==> config.mk <==
export PLATFORM = sky130hd
export DESIGN_NAME = mem_port_arbiter
export DESIGN_NICKNAME = d
export VERILOG_FILES = /design/src/rtl/mem_port_arbiter_pkg.sv /design/src/rtl/mem_port_arbiter_pick.sv /design/src/rtl/mem_port_arbiter.sv
export SDC_FILE = /design/constraint.sdc
export NUM_CORES = 1
export LEC_CHECK = 0
export CAP_MARGIN = 20
export CORE_MARGIN = 3
export CORE_UTILIZATION = 47
export CTS_CLUSTER_SIZE = 28
export DETAILED_ROUTE_END_ITERATION = 10
export PLACE_DENSITY = 0.95
export SLEW_MARGIN = 20
export SYNTH_ARGS = -nofsm -noshare
export SYNTH_HDL_FRONTEND = slang
export SYNTH_SLANG_ARGS = --single-unit
==> constraint.sdc <==
create_clock -name clk -period 12.5 [get_ports clk]
set_input_delay 1.875 -clock clk [delete_from_list [all_inputs] [get_ports clk]]
set_output_delay 1.875 -clock clk [all_outputs]
set_load 0.1 [all_outputs]
==> src/rtl/mem_port_arbiter_pkg.sv <==
// Shared types and constants for the unified-memory port arbiter.
// Holds the FSM state encoding, the access owner encoding and the access counter width.
package rv_mem_pkg;

    localparam int CNT_W = 4;

    typedef enum logic [0:0] {
        IDLE   = 1'b0,
        ACCESS = 1'b1
    } arb_state_t;

    typedef enum logic [1:0] {
        NONE   = 2'd0,
        OWN_IF = 2'd1,
        OWN_DM = 2'd2
    } owner_t;

endpackage

==> src/rtl/mem_port_arbiter_pick.sv <==
// Combinational grant selection: data wins over fetch unless fetch has been
// passed over MAX_DM_STREAK times in a row while it was waiting.
module mem_arb_pick
    import rv_mem_pkg::*;
#(
    parameter int MAX_DM_STREAK = 4,
    parameter int STREAK_W      = 3
) (
    input  logic                if_req,
    input  logic                dm_req,
    input  logic [STREAK_W-1:0] streak,
    output logic                grant_if,
    output logic                grant_dm
);

    logic starved;

    assign starved  = (streak == STREAK_W'(MAX_DM_STREAK));
    assign grant_if = if_req & (~dm_req | starved);
    assign grant_dm = dm_req & ~grant_if;

endmodule

==> src/rtl/mem_port_arbiter.sv <==
// Shares one single-port memory between instruction fetch and load/store.
// IDLE/ACCESS FSM runs fixed-latency accesses with one turnaround cycle between them.
module mem_port_arbiter
    import rv_mem_pkg::*;
#(
    parameter int ADDR_W        = 32,
    parameter int DATA_W        = 32,
    parameter int MEM_LAT       = 2,
    parameter int MAX_DM_STREAK = 4,
    parameter int STREAK_W      = $clog2(MAX_DM_STREAK + 1)
) (
    input  logic                clk,
    input  logic                reset,
    input  logic                if_req,
    input  logic [ADDR_W-1:0]   if_addr,
    output logic                if_done,
    output logic [DATA_W-1:0]   if_rdata,
    input  logic                dm_req,
    input  logic                dm_we,
    input  logic [ADDR_W-1:0]   dm_addr,
    input  logic [DATA_W-1:0]   dm_wdata,
    output logic                dm_done,
    output logic [DATA_W-1:0]   dm_rdata,
    output logic                mem_en,
    output logic                mem_we,
    output logic [ADDR_W-1:0]   mem_addr,
    output logic [DATA_W-1:0]   mem_wdata,
    input  logic [DATA_W-1:0]   mem_rdata,
    output logic                pipe_stall,
    output logic                fsm_state,
    output logic [STREAK_W-1:0] dm_streak
);

    localparam logic [0:0]       S_IDLE   = IDLE;
    localparam logic [0:0]       S_ACCESS = ACCESS;
    localparam logic [CNT_W-1:0] LAST_CNT = CNT_W'(MEM_LAT - 1);
    localparam logic [STREAK_W-1:0] STREAK_MAX = STREAK_W'(MAX_DM_STREAK);

    logic [0:0]          state;
    logic [CNT_W-1:0]    cnt;
    owner_t              owner;
    logic [ADDR_W-1:0]   lat_addr;
    logic                lat_we;
    logic [DATA_W-1:0]   lat_wdata;
    logic [DATA_W-1:0]   if_hold;
    logic [DATA_W-1:0]   dm_hold;
    logic [STREAK_W-1:0] streak;

    logic grant_if;
    logic grant_dm;
    logic in_access;
    logic last_cycle;

    mem_arb_pick #(
        .MAX_DM_STREAK (MAX_DM_STREAK),
        .STREAK_W      (STREAK_W)
    ) u_pick (
        .if_req   (if_req),
        .dm_req   (dm_req),
        .streak   (streak),
        .grant_if (grant_if),
        .grant_dm (grant_dm)
    );

    // Done and memory outputs derive from async-reset state, so reset kills them at once.
    assign in_access  = (state == S_ACCESS);
    assign last_cycle = in_access && (cnt == LAST_CNT);

    assign if_done = last_cycle && (owner == OWN_IF);
    assign dm_done = last_cycle && (owner == OWN_DM);

    assign if_rdata = if_done ? mem_rdata : if_hold;
    assign dm_rdata = (dm_done && !lat_we) ? mem_rdata : dm_hold;

    assign mem_en    = in_access;
    assign mem_we    = in_access & lat_we;
    assign mem_addr  = in_access ? lat_addr : '0;
    assign mem_wdata = in_access ? lat_wdata : '0;

    assign pipe_stall = ~reset & ((if_req & ~if_done) | (dm_req & ~dm_done));

    assign fsm_state = state;
    assign dm_streak = streak;

    always_ff @(posedge clk or posedge reset) begin
        if (reset) begin
            state     <= S_IDLE;
            cnt       <= '0;
            owner     <= NONE;
            lat_addr  <= '0;
            lat_we    <= 1'b0;
            lat_wdata <= '0;
            if_hold   <= '0;
            dm_hold   <= '0;
            streak    <= '0;
        end else begin
            case (state)
                S_IDLE: begin
                    if (grant_dm) begin
                        state     <= S_ACCESS;
                        cnt       <= '0;
                        owner     <= OWN_DM;
                        lat_addr  <= dm_addr;
                        lat_we    <= dm_we;
                        lat_wdata <= dm_wdata;
                        // Only wins over a waiting fetch count toward starvation.
                        if (!if_req) begin
                            streak <= '0;
                        end else if (streak != STREAK_MAX) begin
                            streak <= streak + 1'b1;
                        end
                    end else if (grant_if) begin
                        state     <= S_ACCESS;
                        cnt       <= '0;
                        owner     <= OWN_IF;
                        lat_addr  <= if_addr;
                        lat_we    <= 1'b0;
                        lat_wdata <= '0;
                        streak    <= '0;
                    end
                end
                S_ACCESS: begin
                    if (cnt == LAST_CNT) begin
                        state <= S_IDLE;
                        owner <= NONE;
                        if (owner == OWN_IF) begin
                            if_hold <= mem_rdata;
                        end
                        if ((owner == OWN_DM) && !lat_we) begin
                            dm_hold <= mem_rdata;
                        end
                    end else begin
                        cnt <= cnt + 1'b1;
                    end
                end
                default: begin
                    state <= S_IDLE;
                end
            endcase
        end
    end

endmodule

* Word level (Yosys, flattened, before mapping)
Cells that the tools add are included.
** Word-level totals
- Bits in registers :: 139
- Input port bits :: 133
- Output and inout port bits :: 137
** Cells by class
- $add $sub $neg :: 2
- Equality and inequality tests :: 9
- Multiplexer cells :: 26
- Bitwise gates (word level) :: 14
- Reduce and logical (&&, ||, !) cells :: 13
** Operators by type and width (count)
- $mux 32 :: 8
- $mux 3 :: 4
- $mux 4 :: 3
- $reduce_and 3->1 :: 3
- $pmux 4 s2 :: 1
- $and 1x1->1 :: 6
- $mux 2 :: 3
- $ne 3x2->1 const B :: 2
- $not 1->1 :: 6
- $reduce_and 2->1 :: 3
- $logic_and 1x1->1 :: 5
- $mux 1 :: 5
- $add 4x1->4 const B :: 1
- $eq 4x1->1 const B :: 1
- $pmux 2 s2 :: 1
- $add 3x1->3 const B :: 1
- $eq 3x3->1 const B :: 1
- $ne 3x3->1 const B :: 1
- $eq 2x1->1 const B :: 1
- $eq 2x2->1 const B :: 1
- $ne 2x1->1 const B :: 1
- $ne 2x2->1 const B :: 1
- $or 1x1->1 :: 2
- $pmux 1 s2 :: 1
- other kinds (2) :: 2

* Longest topological paths before layout
Gate-level depths: netlist of run 1.
- Word-level depth :: 7
- Mapped depth :: 7

* Cells and area by module
From an unflattened synthesis of run 1, not the netlist that was laid out.
** Unflattened totals
- Cells, all modules :: 521
- Area total of the unflattened synthesis :: 6735.2 µm²
** Modules (own cells, without submodules)
- mem_port_arbiter :: times used 1, cells an instance 517, area an instance 6710.2 µm², sequential area each 3478.3 µm²
- mem_arb_pick :: times used 1, cells an instance 4, area an instance 25.0 µm², sequential area each 0.0 µm²

* Worst setup path before layout of run 1
Ideal clock, no wire load.
- Path kind :: input to output
- Start :: in reset
- End :: out pipe_stall
- Arrival :: 6432 ps
- Slack :: 4193 ps
- Stages :: 3
- Path buffers :: 0
- Path through :: inv_1 > nand2_1 > o32ai_1
** On the way
- Cells in the longest elaborated chain, start to end :: 2
** RTL lines
- start, declared :: RTL line mem_port_arbiter.sv:13 : input logic reset,
- $not 1->1 :: RTL line mem_port_arbiter.sv:80 : assign pipe_stall = ~reset & ((if_req & ~if_done) | (dm_req & ~dm_done));
- $and 1x1->1 :: RTL line mem_port_arbiter.sv:80
- end, declared :: RTL line mem_port_arbiter.sv:29 : output logic pipe_stall,
Every way passes these cells.

* Worst setup path in the final report of run 1
Ends and elaborated chain as after synthesis.

==> summary.txt, run 1 <==
status -> completed
Final nets -> 876
fmax -> 0.163 GHz
final setup vio count -> 0
share of layout cells above drive strength 1 -> 0.180
wire per inst -> 19.4 µm
Ys Warns -> 0
Async SR Flop Fraction -> 1.00
postcts setup bufs -> 0
CP most frequent cell -> clkdlybuf4s50_1
met1 WL -> 7090 µm
Worst setup EP type -> output pin
total wire length -> 17900 µm
post-route antenna net violation count -> 0
worst path cell trace -> clkdlybuf4s50_1 -> inv_6 -> nand2_1 -> o32ai_1 -> clkdlybuf4s50_1
FF+latch count, synth -> 139
row cnt -> 42
HPWL Detailed -> 12600 µm
CP arrival -> 4.28 ns
uppermost layer routed -> met4
clock skew -> 0.00826 ns
largest net degree at the start of global routing -> 80
H-tree Lvls -> 4
DRT Pass-1 Iters -> 4
Top delay family on crit path -> buffers and inverters
Worst slew margin -> 0.253
Slowest cell on crit path -> clkdlybuf4s50_1
CP Class -> primary input to output pin
initial core utilization -> 0.487
Die Area -> 15300 µm²
via count -> 4889
Synth area leader -> dfrtp_1
vias in the first global route -> 5292
Synthesized Nets -> 619
routability cong. -> 0.763
total track usage -> 0.236
minimum clock period -> 6.15 ns
later-pin clock latency in the skew report -> 0.41 ns
aggregate global routing overflow -> 0
WP buf/inv -> 3
number of distinct library cells after synthesis -> 33
Clock Path Buffers -> 2
maxcap violations -> 0
cells after synthesis -> 482
unrepaired setup endpoints after global routing -> no
CTS Buf Count -> 17
Die W -> 124 µm
CTS-repair resized insts -> 0
worst-path maximum fanout -> 66
Hold/Removal Path Class -> flop to flop
most frequent cell after synthesis -> dfrtp_1
Required @ worst endpoint -> 10.62 ns
Fin. Hold Viols -> 0
Syn-to-layout area delta -> 51.8%
top_reg_cell synth -> dfrtp_1
diode count -> 0
Yosys top cell area share -> 0.533
Worst setup SP type -> primary input
TritonCTS clock tree -> yes
hold buffers post-CTS -> 0
CTS sink count -> 139
Max stage delay on crit path -> 1.18 ns
Vert. Die Dim -> 124 µm
WL met2 -> 9060 µm
clock tree root driver cell -> clkbuf_16
Least-Margin Pin Slew -> 1.12 ns
setup_tns -> 0 ns
total core area -> 13400 µm²
Mapped Area -> 6520 µm²
Post-synth EDFFs -> 0
fin crit share -> 0.492
IO Port Bufs -> 269
WL met3 -> 1370 µm
Pins Over Slew Limit -> 0
Via-to-Cell Ratio -> 5.28
top post-synthesis cells by count -> 139 x dfrtp_1, 92 x and2_1, 60 x mux2_4, 37 x mux2_2, 34 x a22o_1
Top Ports -> 270
sequential cell area fraction in the yosys report -> 0.533
DR iter-0 viols -> 366
leading post-synthesis cells by cell area -> dfrtp_1 53%, mux2_4 14%, and2_1 8.8%
fillers -> 820
initial antenna violation count -> 0
Residual DRC -> 0
clk slew on worst S/H paths -> 0.05 ns
first-pass GRT wire length -> 27800 µm
synthesized area per cell -> 13.5 µm²
worst reg2reg max path, stage by stage, from the launching register on:
cell	delay, ns
dfrtp_4	0.86
nand4bb_1	0.29
or3b_2	0.86
inv_1	0.38
mux2_2	0.40
path summary, 6_finish.rpt:
check                      startpoint           end  slack [ns]  cells after the start
setup reg to reg            fsm_state    if_hold[2]        9.59                      4
hold / removal             if_hold[0]    if_hold[0]        0.49                      1
hold reg to reg            if_hold[0]    if_hold[0]        0.49                      1
setup / recovery                reset    pipe_stall        6.35                      5
min in group asynchronous       reset  lat_wdata[2]        1.95                      2
max in group asynchronous       reset     fsm_state        9.09                      3
cell families after synthesis:
family,synth area share
buf+inv,0.0328
compound gates,0.106
fa+ha+maj,0.00768
simple gates,0.113
flops,0.533
mux,0.207
state kept, by name, summed over array words and instances (netlist names):
signal	cells
cnt	4
dm_hold	32
dm_streak	3
fsm_state	1
if_hold	32
lat_addr	32
lat_wdata	32
lat_we	1
owner	2
routing by layer:
layer	vias to the layer above	track usage
met5	-	0
met4	0	0.0893
met3	30	0.0672
met2	217	0.401
met1	2391	0.283
li1	2251	-
through the flow:
step / utilization / area (µm²) / worst slack, ns / hold slack, ns / cells
after floorplan: - / 6520 / 4.19 / 0.456 / 482
after detailed placement: 0.696 / 9320 / 6.29 / 0.485 / 896
after CTS: 0.738 / 9900 / 6.07 / 0.498 / 926
after global placement: 0.696 / 9320 / 6.31 / 0.468 / 896
after global routing: 0.739 / 9900 / 6.18 / 0.506 / 926
final: 0.739 / 9900 / 6.35 / 0.495 / 926
cells in the final DEF (no fill, tap or decap), types with 2 or more instances in the layout:
cell type,Yosys,layout
o21ai_0,3,3
dfrtp_1,139,138
nor3b_1,2,2
clkinvlp_4,0,2
bufinv_16,0,3
clkbuf_16,0,17
nand2b_1,2,2
clkinv_2,0,3
and2_0,6,6
a21o_1,2,2
clkdlybuf4s50_1,0,269
ha_1,4,4
nand2_1,8,8
mux2i_1,3,3
and2_1,92,92
mux2_2,37,37
inv_1,6,5
clkbuf_1,25,4
buf_4,2,5
a22o_1,34,34
nor2_1,2,2
a221o_1,32,32
mux2_4,60,60
final cells by class:
| class | instances | area [µm²] | area share |
|---|---|---|---|
| Clock buffer | 22 | 454 | 0.0459 |
| Tap cell | 176 | 220 | 0.0222 |
| Clock inverter | 8 | 120 | 0.0121 |
| Sequential cell | 139 | 3480 | 0.352 |
| Timing Repair Buffer | 274 | 2730 | 0.276 |
| Multi-Input combinational cell | 301 | 2860 | 0.289 |
| Inverter | 6 | 27.5 | 0.00278 |
Power of run 1 is left out: the tool's default activity adds up to more than one toggle a clock period on the data nets, which glitch-free logic cannot reach.
==> run 2, diff against run 1 <==
Settings changed: CORE_UTILIZATION 47 to 43, PLACE_DENSITY 0.95 to 0.89.
Clock period 12.5 ns to 6.2 ns, I/O delays scaled along.
==> run 2 against run 1 <==
- worst hold slack worse by 0.0042 ns
- utilization is 5.7 points lower
- via count is 1.5% higher
- register-to-register slack worse by 6.0 ns
- global-route usage is 1.8 points lower
- first-iteration DRC count is 28% lower
- cell area is 1.2% higher
- sequential share of layout area is 0.45 points lower
- routed wire length is 1.8% higher
- critical endpoint is now if_rdata[0]
- largest cell class unchanged
==> summary.txt, run 2 (same netlist as run 1, synthesis figures left out) <==
IO Port Bufs -> 269
maxcap violations -> 0
later-pin clock latency in the skew report -> 0.41 ns
Syn-to-layout area delta -> 53.7%
total wire length -> 18200 µm
CTS sink count -> 139
Max stage delay on crit path -> 1.16 ns
RR Endpoint -> if_hold[2]
DRT Pass-1 Iters -> 4
Final nets -> 879
CP Class -> flop to output pin
largest net degree at the start of global routing -> 88
fillers -> 1016
Top Ports -> 270
initial antenna violation count -> 0
Pins Over Slew Limit -> 0
initial core utilization -> 0.444
setup_tns -> 0 ns
diode count -> 0
vias in the first global route -> 5263
CTS-repair resized insts -> 0
minimum clock period -> 4.79 ns
Required @ worst endpoint -> 5.27 ns
RR Startpoint -> cnt[1]
Clock Path Buffers -> 2
CP most frequent cell -> inv_1
fin crit share -> 0.773
row cnt -> 44
clk slew on worst S/H paths -> 0.06 ns
H-tree Lvls -> 4
postcts setup bufs -> 0
CP Depth -> 7
HPWL Detailed -> 12700 µm
CTS Buf Count -> 17
CP arrival -> 3.86 ns
Worst setup SP type -> flop
worst-path maximum fanout -> 30
Top delay family on crit path -> buffers and inverters
share of layout cells above drive strength 1 -> 0.189
aggregate global routing overflow -> 0
Vert. Die Dim -> 129 µm
final setup vio count -> 0
worst path cell trace -> inv_1 -> ha_1 -> nand4bb_1 -> or3b_2 -> inv_1 -> mux2_2 -> clkdlybuf4s50_1
Least-Margin Pin Slew -> 1.04 ns
routability cong. -> 0.816
Die W -> 129 µm
Die Area -> 16700 µm²
post-route antenna net violation count -> 0
hold buffers post-CTS -> 0
Via-to-Cell Ratio -> 5.29
first-pass GRT wire length -> 28200 µm
Residual DRC -> 0
Worst slew margin -> 0.304
number of cells on the worst reg-to-reg path -> 6
area of the multi-input gates -> 2860 µm²
Hold/Removal Path Class -> flop to flop
worst setup path start -> cnt[1]
status -> completed
TritonCTS clock tree -> yes
DR iter-0 viols -> 263
Reg area -> 3480 µm²
unrepaired setup endpoints after global routing -> no
via count -> 4960
most common cell after layout, fill and taps aside -> clkdlybuf4s50_1
wire per inst -> 19.5 µm
most frequent cells in the layout -> 269 x clkdlybuf4s50_1, 138 x dfrtp_1, 92 x and2_1
total track usage -> 0.218
total core area -> 14700 µm²
Worst setup EP type -> output pin
Slowest cell on crit path -> clkdlybuf4s50_1
clock skew -> 0.00550 ns
CP Capture Point -> if_rdata[0]
Reg2Reg Setup Slack -> 3.63 ns
fmax -> 0.209 GHz
WP buf/inv -> 3
Fin. Hold Viols -> 0
clock tree root driver cell -> clkbuf_16
[run 2: changes by cell type in the layout (fill, tap and decap cells not counted), sizes merged]
cell,previous run,this run
clkbuf,22,18
buf,5,8
bufinv,3,5
clkinv,3,4
inv,6,7
[run 2: layout make-up]
type | instances | share of cell area
well taps | 184 | 0.0230
clock inverters | 12 | 0.0195
flip-flops and latches | 139 | 0.347
inverters | 6 | 0.00262
multi-input cells | 301 | 0.286
repair buffers | 277 | 0.278
clock buffers | 18 | 0.0438
[run 2: worst min path at each step]
stage / startpoint / end / slack (ns) / depth (start not counted)
4_1_cts: if_hold[26] / if_hold[26] / 0.49 / 1
6_report: if_hold[26] / if_hold[26] / 0.49 / 1
5_1_grt: if_hold[6] / if_hold[6] / 0.50 / 1
3_5_place_dp: if_hold[26] / if_hold[26] / 0.48 / 1
2_1_floorplan: cnt[3] / cnt[3] / 0.46 / 1
3_3_place_gp: cnt[3] / cnt[3] / 0.46 / 1
[run 2: per-layer routing]
layer	track usage	up-vias	share of wire
li1	-	2244	-
met1	0.273	2474	0.43
met2	0.370	211	0.49
met3	0.0503	31	0.059
met4	0.0791	0	0.022
met5	0	-	0
[run 2: per-stage QoR]
stage / instances / cell area, µm² / hold slack [ns] / util / setup WS [ns]
4_1_cts: 935 / 9970 / 0.494 / 0.678 / 1.36
2_1_floorplan: 482 / 6520 / 0.456 / - / 0.146
6_report: 937 / 10000 / 0.491 / 0.682 / 1.41
3_3_place_gp: 905 / 9340 / 0.464 / 0.635 / 1.89
3_5_place_dp: 905 / 9340 / 0.481 / 0.635 / 1.82
5_1_grt: 937 / 10000 / 0.504 / 0.682 / 1.24
Power of run 2 is left out for the same reason.
==> run 3, diff against run 2 <==
Clock period 6.2 ns to 4.6 ns, I/O delays scaled along.
==> run 3 against run 2 <==
- global-route usage down 0.068 points
- sequential cell count stayed put
- clock-buffer cell count fell by 1
- non-clock buffer count rose by 2
- sequential share of layout area increased by 0.66 points
- utilization decreased by 1.3 points
- first-iteration DRC count shrank 20%
- cell area down 1.9%
==> summary.txt, run 3 (same netlist as run 1, synthesis figures left out) <==
worst path cell trace -> inv_1 -> ha_1 -> nand4bb_1 -> or4b_4 -> buf_4 -> mux2_4 -> buf_4
area of the multi-input gates -> 2870 µm²
Final nets -> 881
Worst setup EP type -> output pin
clk slew on worst S/H paths -> 0.06 ns
Die W -> 129 µm
final setup vio count -> 0
Required @ worst endpoint -> 3.91 ns
Pins Over Slew Limit -> 0
RR Endpoint -> dm_hold[5]
CP Class -> flop to output pin
routability cong. -> 0.822
later-pin clock latency in the skew report -> 0.42 ns
Reg2Reg Setup Slack -> 2.03 ns
Vert. Die Dim -> 129 µm
CTS Buf Count -> 17
unrepaired setup endpoints after global routing -> no
via count -> 4921
H-tree Lvls -> 4
Max stage delay on crit path -> 0.95 ns
clock tree root driver cell -> clkbuf_16
initial core utilization -> 0.444
total track usage -> 0.217
DRT Pass-1 Iters -> 4
IO Port Bufs -> 269
total core area -> 14700 µm²
largest net degree at the start of global routing -> 80
vias in the first global route -> 5316
wire per inst -> 19.2 µm
maxcap violations -> 0
post-route antenna net violation count -> 0
Die Area -> 16700 µm²
Fin. Hold Viols -> 0
Placed Instances -> 908
Clock Path Buffers -> 2
worst setup path start -> cnt[1]
total wire length -> 18000 µm
Least-Margin Pin Slew -> 1.08 ns
row cnt -> 44
Via-to-Cell Ratio -> 5.23
RR Startpoint -> cnt[1]
clock skew -> 0.00803 ns
most common cell after layout, fill and taps aside -> clkdlybuf4s50_1
Worst Hold Launch -> if_hold[30]
fmax -> 0.263 GHz
DR iter-0 viols -> 210
Slowest cell on crit path -> or4b_4
CP most frequent cell -> buf_4
CTS-repair resized insts -> 0
CP Capture Point -> dm_rdata[8]
Hold/Removal Path Class -> flop to flop
Top Ports -> 270
hold buffers post-CTS -> 0
Worst setup SP type -> flop
CP arrival -> 3.11 ns
most frequent cells in the layout -> 203 x clkdlybuf4s50_1, 138 x dfrtp_1, 92 x and2_1
first-pass GRT wire length -> 28200 µm
initial antenna violation count -> 0
status -> completed
TritonCTS clock tree -> yes
aggregate global routing overflow -> 0
number of cells on the worst reg-to-reg path -> 6
fin cells -> 941
fin crit share -> 0.827
Worst Hold Slack -> 0.495 ns
fillers -> 1018
setup_tns -> 0 ns
worst-path maximum fanout -> 60
postcts setup bufs -> 0
Residual DRC -> 0
HPWL Detailed -> 12700 µm
Reg area -> 3480 µm²
diode count -> 0
Syn-to-layout area delta -> 50.8%
Worst slew margin -> 0.280
share of layout cells above drive strength 1 -> 0.281
CTS sink count -> 139
minimum clock period -> 3.80 ns
run 3: cell count changes in the layout (fill, tap and decap cells not counted), moves of 3 or more:
cell / delta
buf_4: +70
clkinvlp_4: +3
clkdlybuf4s50_1: -66
bufinv_16: -3
clkinv_2: -4
inv_6: +5
run 3: worst max-delay path, delay by kind of cell (launching register included):
kind | cells | cell delay (ns)
fa+ha+maj | 1 | 0.16
buf+inv | 3 | 0.65
flops | 1 | 0.42
mux | 1 | 0.30
simple gates | 2 | 1.14
run 3: metrics by stage:
stage          setup slack [ns]  utilization  instance area (µm²)
2_1_floorplan             0.173            -                 6530
3_3_place_gp               1.28        0.626                 9200
3_5_place_dp               1.24        0.626                 9200
4_1_cts                   0.780        0.667                 9800
5_1_grt                   0.615        0.669                 9830
6_report                  0.798        0.669                 9830
run 3: cell type report:
class,instances,area share
Tap cell,184,0.0234
Clock inverter,15,0.0182
Multi-Input combinational cell,301,0.292
Inverter,6,0.00267
Sequential cell,139,0.354
Timing Repair Buffer,279,0.267
Clock buffer,17,0.0433
run 3: worst min path at each step:
stage | endpoint | cells after the start
global route | if_hold[30] | 1
CTS | if_hold[30] | 1
floorplan | cnt[3] | 1
global placement | cnt[3] | 1
detailed placement | if_hold[30] | 1
finish | if_hold[30] | 1
run 3: per-layer routing:
metal  routed length, µm  vias up  track usage
li1                    -     2260            -
met1                7340     2424        0.259
met2                8990      210        0.368
met3                1320       25       0.0738
met4                 363        2       0.0741
met5                   6        -            0
Power of run 3 is left out for the same reason.
